`src/rtl/spi_slave_regs_pkg.sv`:
```
// spi_slave_regs shared definitions.
// Frame geometry and FSM state encoding.
package spi_slave_regs_pkg;

  localparam int FRAME_BITS = 24;
  localparam int CMD_BITS   = 8;
  localparam int DATA_BITS  = 16;

  typedef enum logic [1:0] {
    ST_IDLE,
    ST_CMD,
    ST_DATA,
    ST_WAIT_END
  } state_e;

endpackage

```
`src/rtl/spi_slave_regs_if.sv`:
```
// spi_slave_regs board SPI pins.
// Master drives sen/sclk/mosi, slave drives miso/miso_oe.
interface spi_slave_regs_if;

  logic sen;
  logic sclk;
  logic mosi;
  logic miso;
  logic miso_oe;

  modport master (
    output sen,
    output sclk,
    output mosi,
    input  miso,
    input  miso_oe
  );

  modport slave (
    input  sen,
    input  sclk,
    input  mosi,
    output miso,
    output miso_oe
  );

endinterface

```
`src/rtl/spi_slave_regs_sync.sv`:
```
// spi_slave_sync: 2-flop synchronizer plus one delay
// stage for rise/fall detection of an async pin.
module spi_slave_sync #(
  parameter logic RST_VAL = 1'b0
) (
  input  logic clk,
  input  logic rst,
  input  logic i_d,
  output logic o_rise,
  output logic o_fall
);

  logic r_s1;
  logic r_s2;
  logic r_s3;

  // Metastability chain and edge-history stage.
  always_ff @(posedge clk or posedge rst) begin
    if (rst) begin
      r_s1 <= RST_VAL;
      r_s2 <= RST_VAL;
      r_s3 <= RST_VAL;
    end else begin
      r_s1 <= i_d;
      r_s2 <= r_s1;
      r_s3 <= r_s2;
    end
  end

  assign o_rise = r_s2 & ~r_s3;
  assign o_fall = ~r_s2 & r_s3;

endmodule

```
`src/rtl/spi_slave_regs.sv`:
```
// spi_slave_regs: oversampled SPI responder serving
// a bank of 16-bit registers via 24-bit frames.
module spi_slave_regs
  import spi_slave_regs_pkg::*;
#(
  parameter int          NUM_REGS  = 16,
  parameter logic [15:0] RESET_VAL = 16'h0000
) (
  input  logic                     clk,
  input  logic                     rst,
  spi_slave_regs_if.slave          spi,
  output logic                     wr_stb,
  output logic [6:0]               wr_addr,
  output logic [15:0]              wr_data,
  output logic [16*NUM_REGS-1:0]   regs_flat,
  output logic                     busy,
  output logic                     frame_err
);

  logic        w_sclk_rise;
  logic        w_sclk_fall;
  logic        w_sen_rise;
  logic        w_sen_fall;
  logic        w_commit;
  logic        w_end;
  logic [15:0] w_shift_nx;
  logic [15:0] w_rd;

  logic        r_mosi_s1;
  logic        r_mosi_s2;
  state_e      r_state;
  logic [4:0]  r_cnt;
  logic [15:0] r_shift;
  logic        r_rw;
  logic [6:0]  r_addr;
  logic [15:0] r_tx;
  logic [4:0]  r_txcnt;
  logic        r_miso;
  logic        r_oe;
  logic        r_busy;
  logic        r_ferr;
  logic        r_wr_stb;
  logic [6:0]  r_wr_addr;
  logic [15:0] r_wr_data;
  logic [15:0] r_regs [NUM_REGS];

  // sclk idles low; sen syncs reset low so that a
  // frame already in flight at reset never looks
  // like a fresh sen fall.
  spi_slave_sync #(.RST_VAL(1'b0)) u_sclk_sync (
    .clk    (clk),
    .rst    (rst),
    .i_d    (spi.sclk),
    .o_rise (w_sclk_rise),
    .o_fall (w_sclk_fall)
  );

  spi_slave_sync #(.RST_VAL(1'b0)) u_sen_sync (
    .clk    (clk),
    .rst    (rst),
    .i_d    (spi.sen),
    .o_rise (w_sen_rise),
    .o_fall (w_sen_fall)
  );

  // mosi only needs the 2-flop synchronizer.
  always_ff @(posedge clk or posedge rst) begin
    if (rst) begin
      r_mosi_s1 <= 1'b0;
      r_mosi_s2 <= 1'b0;
    end else begin
      r_mosi_s1 <= spi.mosi;
      r_mosi_s2 <= r_mosi_s1;
    end
  end

  assign w_shift_nx = {r_shift[14:0], r_mosi_s2};
  assign w_end      = w_sen_rise && (r_state != ST_IDLE);
  assign w_commit   = w_end && !r_rw
                   && (r_cnt == 5'(FRAME_BITS));

  // Read mux; out-of-range addresses read as zero.
  always_comb begin
    w_rd = '0;
    for (int k = 0; k < NUM_REGS; k++) begin
      if (r_addr == 7'(k)) w_rd = r_regs[k];
    end
  end

  // Frame FSM with registered pin and strobe outputs.
  always_ff @(posedge clk or posedge rst) begin
    if (rst) begin
      r_state   <= ST_IDLE;
      r_cnt     <= '0;
      r_shift   <= '0;
      r_rw      <= 1'b0;
      r_addr    <= '0;
      r_tx      <= '0;
      r_txcnt   <= '0;
      r_miso    <= 1'b0;
      r_oe      <= 1'b0;
      r_busy    <= 1'b0;
      r_ferr    <= 1'b0;
      r_wr_stb  <= 1'b0;
      r_wr_addr <= '0;
      r_wr_data <= '0;
    end else begin
      r_wr_stb <= 1'b0;
      r_ferr   <= 1'b0;
      if (w_end) begin
        r_state <= ST_IDLE;
        r_busy  <= 1'b0;
        r_oe    <= 1'b0;
        r_miso  <= 1'b0;
        if (r_cnt == 5'(FRAME_BITS)) begin
          if (!r_rw) begin
            r_wr_stb  <= 1'b1;
            r_wr_addr <= r_addr;
            r_wr_data <= r_shift;
          end
        end else begin
          r_ferr <= 1'b1;
        end
      end else begin
        unique case (r_state)
          ST_IDLE: begin
            if (w_sen_fall) begin
              r_state <= ST_CMD;
              r_cnt   <= '0;
              r_shift <= '0;
              r_txcnt <= '0;
              r_busy  <= 1'b1;
            end
          end
          ST_CMD: begin
            if (w_sclk_rise) begin
              r_shift <= w_shift_nx;
              r_cnt   <= r_cnt + 5'd1;
              if (r_cnt == 5'(CMD_BITS - 1)) begin
                r_rw    <= w_shift_nx[7];
                r_addr  <= w_shift_nx[6:0];
                r_state <= ST_DATA;
              end
            end
          end
          ST_DATA: begin
            if (w_sclk_rise) begin
              r_shift <= w_shift_nx;
              r_cnt   <= r_cnt + 5'd1;
              if (r_cnt == 5'(FRAME_BITS - 1))
                r_state <= ST_WAIT_END;
            end
          end
          ST_WAIT_END: begin
            if (w_sclk_rise && r_cnt != 5'd31)
              r_cnt <= r_cnt + 5'd1;
          end
          default: r_state <= ST_IDLE;
        endcase
        if (w_sclk_fall && r_rw
            && (r_state == ST_DATA
             || r_state == ST_WAIT_END)) begin
          if (r_txcnt == 5'd0) begin
            r_oe    <= 1'b1;
            r_miso  <= w_rd[15];
            r_tx    <= {w_rd[14:0], 1'b0};
            r_txcnt <= 5'd1;
          end else if (r_txcnt < 5'(DATA_BITS)) begin
            r_miso  <= r_tx[15];
            r_tx    <= {r_tx[14:0], 1'b0};
            r_txcnt <= r_txcnt + 5'd1;
          end else begin
            r_oe   <= 1'b0;
            r_miso <= 1'b0;
          end
        end
      end
    end
  end

  // Register bank; writes land with wr_stb.
  always_ff @(posedge clk or posedge rst) begin
    if (rst) begin
      for (int k = 0; k < NUM_REGS; k++)
        r_regs[k] <= RESET_VAL;
    end else if (w_commit) begin
      for (int k = 0; k < NUM_REGS; k++) begin
        if (r_addr == 7'(k)) r_regs[k] <= r_shift;
      end
    end
  end

  for (genvar g = 0; g < NUM_REGS; g++) begin : g_flat
    assign regs_flat[16*g +: 16] = r_regs[g];
  end

  assign spi.miso    = r_miso;
  assign spi.miso_oe = r_oe;
  assign wr_stb      = r_wr_stb;
  assign wr_addr     = r_wr_addr;
  assign wr_data     = r_wr_data;
  assign busy        = r_busy;
  assign frame_err   = r_ferr;

endmodule
```
`src/flat_wrapper.sv`:
```
// flat-port wrapper written by rule: the top's interface ports become plain ports
module spi_slave_regs_flat import spi_slave_regs_pkg::*;
#(
  parameter int          NUM_REGS  = 16,
  parameter logic [15:0] RESET_VAL = 16'h0000
)
  (clk, rst, wr_stb, wr_addr, wr_data, regs_flat, busy, frame_err, spi_sen, spi_sclk, spi_mosi, spi_miso, spi_miso_oe);
  spi_slave_regs_if spi_i ();
  input  logic clk;
  input  logic rst;
  output logic wr_stb;
  output logic [6:0] wr_addr;
  output logic [15:0] wr_data;
  output logic [16*NUM_REGS-1:0] regs_flat;
  output logic busy;
  output logic frame_err;
  input wire logic [$bits(spi_i.sen)-1:0] spi_sen;
  input wire logic [$bits(spi_i.sclk)-1:0] spi_sclk;
  input wire logic [$bits(spi_i.mosi)-1:0] spi_mosi;
  output wire logic [$bits(spi_i.miso)-1:0] spi_miso;
  output wire logic [$bits(spi_i.miso_oe)-1:0] spi_miso_oe;
  assign spi_i.sen = spi_sen;
  assign spi_i.sclk = spi_sclk;
  assign spi_i.mosi = spi_mosi;
  assign spi_miso = spi_i.miso;
  assign spi_miso_oe = spi_i.miso_oe;
  spi_slave_regs #(.NUM_REGS(NUM_REGS), .RESET_VAL(RESET_VAL)) u_core (.clk(clk), .rst(rst), .spi(spi_i), .wr_stb(wr_stb), .wr_addr(wr_addr), .wr_data(wr_data), .regs_flat(regs_flat), .busy(busy), .frame_err(frame_err));
endmodule
```
`config.mk`:
```
export PLATFORM = sky130hd
export DESIGN_NAME = spi_slave_regs_flat
export DESIGN_NICKNAME = d
export VERILOG_FILES = /design/src/rtl/spi_slave_regs_pkg.sv /design/src/rtl/spi_slave_regs_if.sv /design/src/rtl/spi_slave_regs_sync.sv /design/src/rtl/spi_slave_regs.sv /design/src/flat_wrapper.sv
export SDC_FILE = /design/constraint.sdc
export NUM_CORES = 1
export LEC_CHECK = 0
export ABC_AREA = 1
export CAP_MARGIN = 30
export CORE_MARGIN = 2
export CORE_UTILIZATION = 50
export DETAILED_ROUTE_END_ITERATION = 8
export HOLD_SLACK_MARGIN = 0.1
export PLACE_DENSITY = 0.77
export RECOVER_POWER = 100
export SLEW_MARGIN = 20
export SYNTH_ARGS = -nofsm -noshare
export SYNTH_HDL_FRONTEND = slang
export SYNTH_SLANG_ARGS = --single-unit
```
`constraint.sdc`:
```
create_clock -name clk -period 13.3 [get_ports clk]
set_clock_uncertainty 0.15 [all_clocks]
set_input_delay 2.66 -clock clk [delete_from_list [all_inputs] [get_ports clk]]
set_output_delay 2.66 -clock clk [all_outputs]
set_load 0.005 [all_outputs]
```
## Word-level counts from Yosys, hierarchy flattened

Index checks and enable logic that the tools add are counted.

| operators by class | value |
|---|---|
| $add $sub $neg | 2 |
| magnitude comparators | 1 |
| equal/unequal tests | 31 |
| muxes and demuxes | 53 |
| bitwise operators | 10 |
| reduce and logical (&&, ||, !) cells | 43 |

Operators with widths:

| operator | count |
|---|---|
| 16-bit two-way mux | 20 |
| 7-bit by 4-bit equality test with 1-bit output, second input constant | 8 |
| 5-bit two-way mux | 8 |
| 2-bit AND reduction | 18 |
| 16-bit case mux with 2 select lines | 1 |
| 7-bit by 3-bit equality test with 1-bit output, second input constant | 4 |
| 1-bit two-way mux | 16 |
| 3-bit by 1-bit != test with 1-bit output, second input constant | 5 |
| 5-bit case mux with 3 select lines | 1 |
| 7-bit by 2-bit equality test with 1-bit output, second input constant | 2 |
| 2-bit two-way mux | 6 |
| 4-bit AND reduction | 3 |
| 2-bit nonzero test | 6 |
| 5-bit by 1-bit adder with 5-bit output, second input constant | 2 |
| 5-bit equality test, second input constant | 2 |
| 7-bit by 1-bit equality test with 1-bit output, second input constant | 1 |
| 7-bit zero test | 1 |
| 1-bit logical AND | 6 |
| 1-bit NOT | 6 |
| 2-bit case mux with 3 select lines | 1 |
| 3-bit AND reduction | 2 |
| 6-bit AND reduction | 1 |
| 5-bit by 3-bit equality test with 1-bit output, second input constant | 1 |
| 5-bit zero test | 1 |
| other kinds (13) | 18 |

| word-level totals | value |
|---|---|
| register bits | 344 |
| bits of input ports | 5 |
| output and inout bits | 284 |
| logic and storage cells | 178 |

## Longest topological paths before layout

| logic depth | value |
|---|---|
| word-level depth | 20 |
| gate-level depth with buffers | 18 |
| depth with buffers taken out | 17 |

## By module

A second synthesis with hierarchy kept.

| second synthesis, totals | value |
|---|---|
| cell total of the unflattened synthesis | 1762 |
| area total of the unflattened synthesis | 14881.8 sq um |

By module, submodules not included:

| module | times used | cells an instance | area each (sq um) |
|---|---|---|---|
| spi_slave_regs | 1 | 1746 | 14694.1 |
| spi_slave_sync | 2 | 8 | 93.8 |

## Worst setup path after synthesis

OpenSTA, ideal clock, no wires.

| path | value |
|---|---|
| kind | register to output |
| start point | reg u_core.r_regs, in the netlist u_core.regs_flat[103] |
| end point | out regs_flat[103] |
| data arrival time | 374 ps |
| data required time | 10490 ps |
| path slack | 10116 ps |
| cell stages (with the launch flop) | 1 |
| buffers on the path | 0 |
| cells stage by stage | dfrtp_1 |

RTL lines:

| element | line | text |
|---|---|---|
| from (decl) | spi_slave_regs.sv:45 | `logic [15:0] r_regs [NUM_REGS];` |
| from (signal, indexed assignment) | spi_slave_regs.sv:188 | `if (r_addr == 7'(k)) r_regs[k] <= r_shift;` |
| to (decl) | flat_wrapper.sv:14 | `output logic [16*NUM_REGS-1:0] regs_flat;` |

No word-level cell between the ends.

==> metrics.cfg <==
[yosys]
yosysWarnings = 0
synth.net_count = 1755
avgSynthCellArea_um2 = 8.58
netlist_instances = 1739
synth.distinct_cells = 39
synth_seq_cells = 343
syn_area_um2 = 14900
yosysSeqAreaShare_pct = 57.5

[clock_network]
clockBufferDepth = 3
cts_tree = built
clk_pin_slew_ps = 60
cts_made_buffers = 36
clock_latency_ps = 520
cts_sinks = 343
post-cts-setup-buffers = 0
htreeDepth = 2
cts_resized = 0
ctsHoldBuffers = 0
cts_root_buffer = clkbuf_16

[pwr]
p_sw_share_pct = 25.5
peakVddDrop_v = 0.0000796
cellPowerDensity_nw_per_um2 = 119
power.switching_uw = 583
power.share.sequential_pct = 47.1
p_leak_uw = 0.00929
clockPowerShare_pct = 44.3
combPwrFrac_pct = 8.6
p_int_uw = 1700

[setup_path]
crit_path_top_delay_cell = clkinvlp_2
worstReg2RegStart = u_core.r_state[0]
crit_chain = dlygate4sd3_1, clkinvlp_2, buf_4, buf_16, clkbuf_1, buf_16
crit_required_ps = 13840
crit_path_start_kind = input port
crit_path_start = rst
max_stage_delay_ps = 2930
setup.worst_path.class = in2async
crit_arrival_ps = 8560
critPathMostFrequentCell = buf_16
endpoint_kind = async pin
path_max_fanout = 118

[placement]
io_buffers = 288
place_inst = 2324
gp_congestion = 0.959
dp_hpwl_mm = 35.0

[floorplan]
die_x_um = 177
start_util_pct = 50.6
fp.dieArea_um2 = 31200
row_count = 63
coreArea_um2 = 29500
io_pins = 289
die_h_um = 177

[final_layout]
nets = 2003
nFillCells = 2408
diodes = 0
multi_input_area_um2 = 5550
layout-drive-gt1-share_pct = 5.18
final_cells = 2399
syn2layout_area_growth_pct = 29.0
seqCellArea_um2 = 8580

[global_routing]
overflow = 0
grt_pass1_vias = 12900
grt_pass1_wl_mm = 76.3
groute.usage.overall_pct = 32.3
grt_max_degree = 119
antenna_found_initial = 0

[detailed_routing]
routed-via-count = 13900
antenna_left = 0
drtIter0Drc = 1731
drc = 0
drt-vias-per-instance = 5.78
drt-pass1-iter-count = 5
wl_per_cell_um = 21.1
wirelength_mm = 50.7

[worst_hold_path]
hold_class = reg2reg
min_from = u_core.r_mosi_s1

[sta]
maxSlewViolCount = 182
rsz0062_at_grt = false
tightest_slew_ps = 5360
finalSetupViolations = 0
slew_headroom_pct = -259
fin_crit_ps = 8030
hold_viol = 0
max_freq_mhz = 125
fin_crit_sh_pct = 60.3
setup_tns_ps = 0

[run_status]
violations = capacitance limit, slew limit
outcome = finished, violations left

[run]
cap_violations = 2

-- cells by family after synthesis --
family | after synthesis | synth area share, %
AO/OA/AOI/OAI | 403 | 13.9
XOR/XNOR | 2 | 0.117
adder cells (fa/ha/maj) | 11 | 0.923
buffers and inverters | 201 | 5.21
AND/OR/NAND/NOR | 778 | 22.3
flip-flops | 343 | 57.5
multiplexers | 1 | 0.0755
-- cell usage after synthesis --
cell type,instances,area (um2)
mux2_2,1,11.3
buf_2,17,85.1
nor2_8,1,20.0
a211oi_1,2,15.0
ha_1,11,138
or2_2,6,37.5
buf_1,4,15.0
nor3_1,6,30.0
nand4_2,2,25.0
nor3_4,1,16.3
o21ai_1,20,100
a31oi_1,2,12.5
inv_2,12,45.0
or2_1,5,31.3
o2111ai_1,5,43.8
nand2_1,506,1900
dfrtp_1,343,8580
nand3_1,77,385
a22oi_1,1,7.51
xor2_1,2,17.5
a21oi_1,91,455
a21boi_0,1,7.51
clkinv_2,1,5.00
nor3_2,2,20.0
nor2_4,3,33.8
nand3_4,1,17.5
nand4_1,42,263
o32ai_1,1,8.76
a41o_1,1,10.0
clkbuf_1,82,308
nor2_1,98,368
o311ai_0,1,8.76
inv_1,85,319
o31ai_1,3,22.5
nand2_2,1,6.26
nor4_1,2,12.5
or2_0,16,100
o21ai_0,275,1380
nor2_2,9,56.3
-- layer usage --
metal | vias up | wire length, um | GRT usage (%)
met4 | 0 | 2310 | 14.3
met1 | 6645 | 20100 | 45.4
met3 | 128 | 5400 | 6.62
li1 | 6215 | - | -
met2 | 878 | 22900 | 48.8
met5 | - | 0 | 0
-- cell usage in the layout (no fill, tap or decap), types with 2 or more instances in the layout --
cell,n
a211oi_1,2
a21oi_1,91
a31oi_1,2
buf_16,3
buf_4,5
bufinv_16,3
clkbuf_1,18
clkbuf_16,37
clkbuf_8,6
clkinv_2,10
clkinvlp_4,2
dfrtp_1,343
dlygate4sd3_1,288
ha_1,11
inv_1,86
inv_2,10
nand2_1,506
nand3_1,77
nand4_1,42
nand4_2,2
nor2_1,98
nor2_2,9
nor2_4,3
nor3_1,8
nor4_1,2
o2111ai_1,5
o21ai_0,293
o21ai_1,2
o31ai_1,3
or2_0,16
or2_1,5
or2_2,6
xor2_1,2
-- path summary, 6_finish.rpt --
path	endpoint	slack, ps	cells past startpoint
setup reg to reg	u_core.regs_flat[14]	7090	10
min in group asynchronous	u_core.regs_flat[61]	4060	2
hold / removal	u_core.r_mosi_s2	210	0
setup / recovery	u_core.regs_flat[120]	5270	6
hold reg to reg	u_core.r_mosi_s2	210	0
max in group clk	u_core.regs_flat[14]	7090	10
-- stage by stage --
step / hold slack (ps) / power [uW] / cell area, um2 / setup slack [ps] / utilization [%]
floorplan: 181 / 1230 / 14900 / 982 / -
global placement: 186 / 1280 / 18000 / 7410 / 60.9
detailed placement: 186 / 1290 / 18000 / 7510 / 61.0
CTS: 211 / 2290 / 19200 / 8060 / 65.0
global route: 228 / 2350 / 19200 / 4360 / 65.3
finish: 210 / 2280 / 19200 / 5270 / 65.3
-- flip-flops by register name (all words and copies together), names as in the netlist, 2 cells and up --
register and cells:
u_core.r_state 2, u_core.r_addr 7, u_core.regs_flat 256, u_core.r_tx 15, u_core.r_shift 16, u_core.wr_addr 7
u_core.r_txcnt 5, u_core.wr_data 16, u_core.r_cnt 5
-- layout make-up --
type                       count  share of cell area (%)
sequential                   343                    44.6
clock inverter                15                   0.826
tap                          390                    2.54
timing repair buffer         313                    16.0
clock buffer                  45                    5.28
multi-input combinational   1195                    28.8
inverter                      98                    1.92
-- power groups by stage --
stage / Sequential (uW) / Combinational [uW] / Clock [uW]
floorplan: 1090 / 136 / 0
global placement: 1090 / 191 / 0
detailed placement: 1090 / 196 / 0
CTS: 1070 / 198 / 1010
global route: 1080 / 218 / 1060
finish: 1070 / 196 / 1010
-- critical path: cells and delay by family --
kind	cells	cell delay (ps)
buffers and inverters	6	5710
Power figures use the tool's default switching activity.
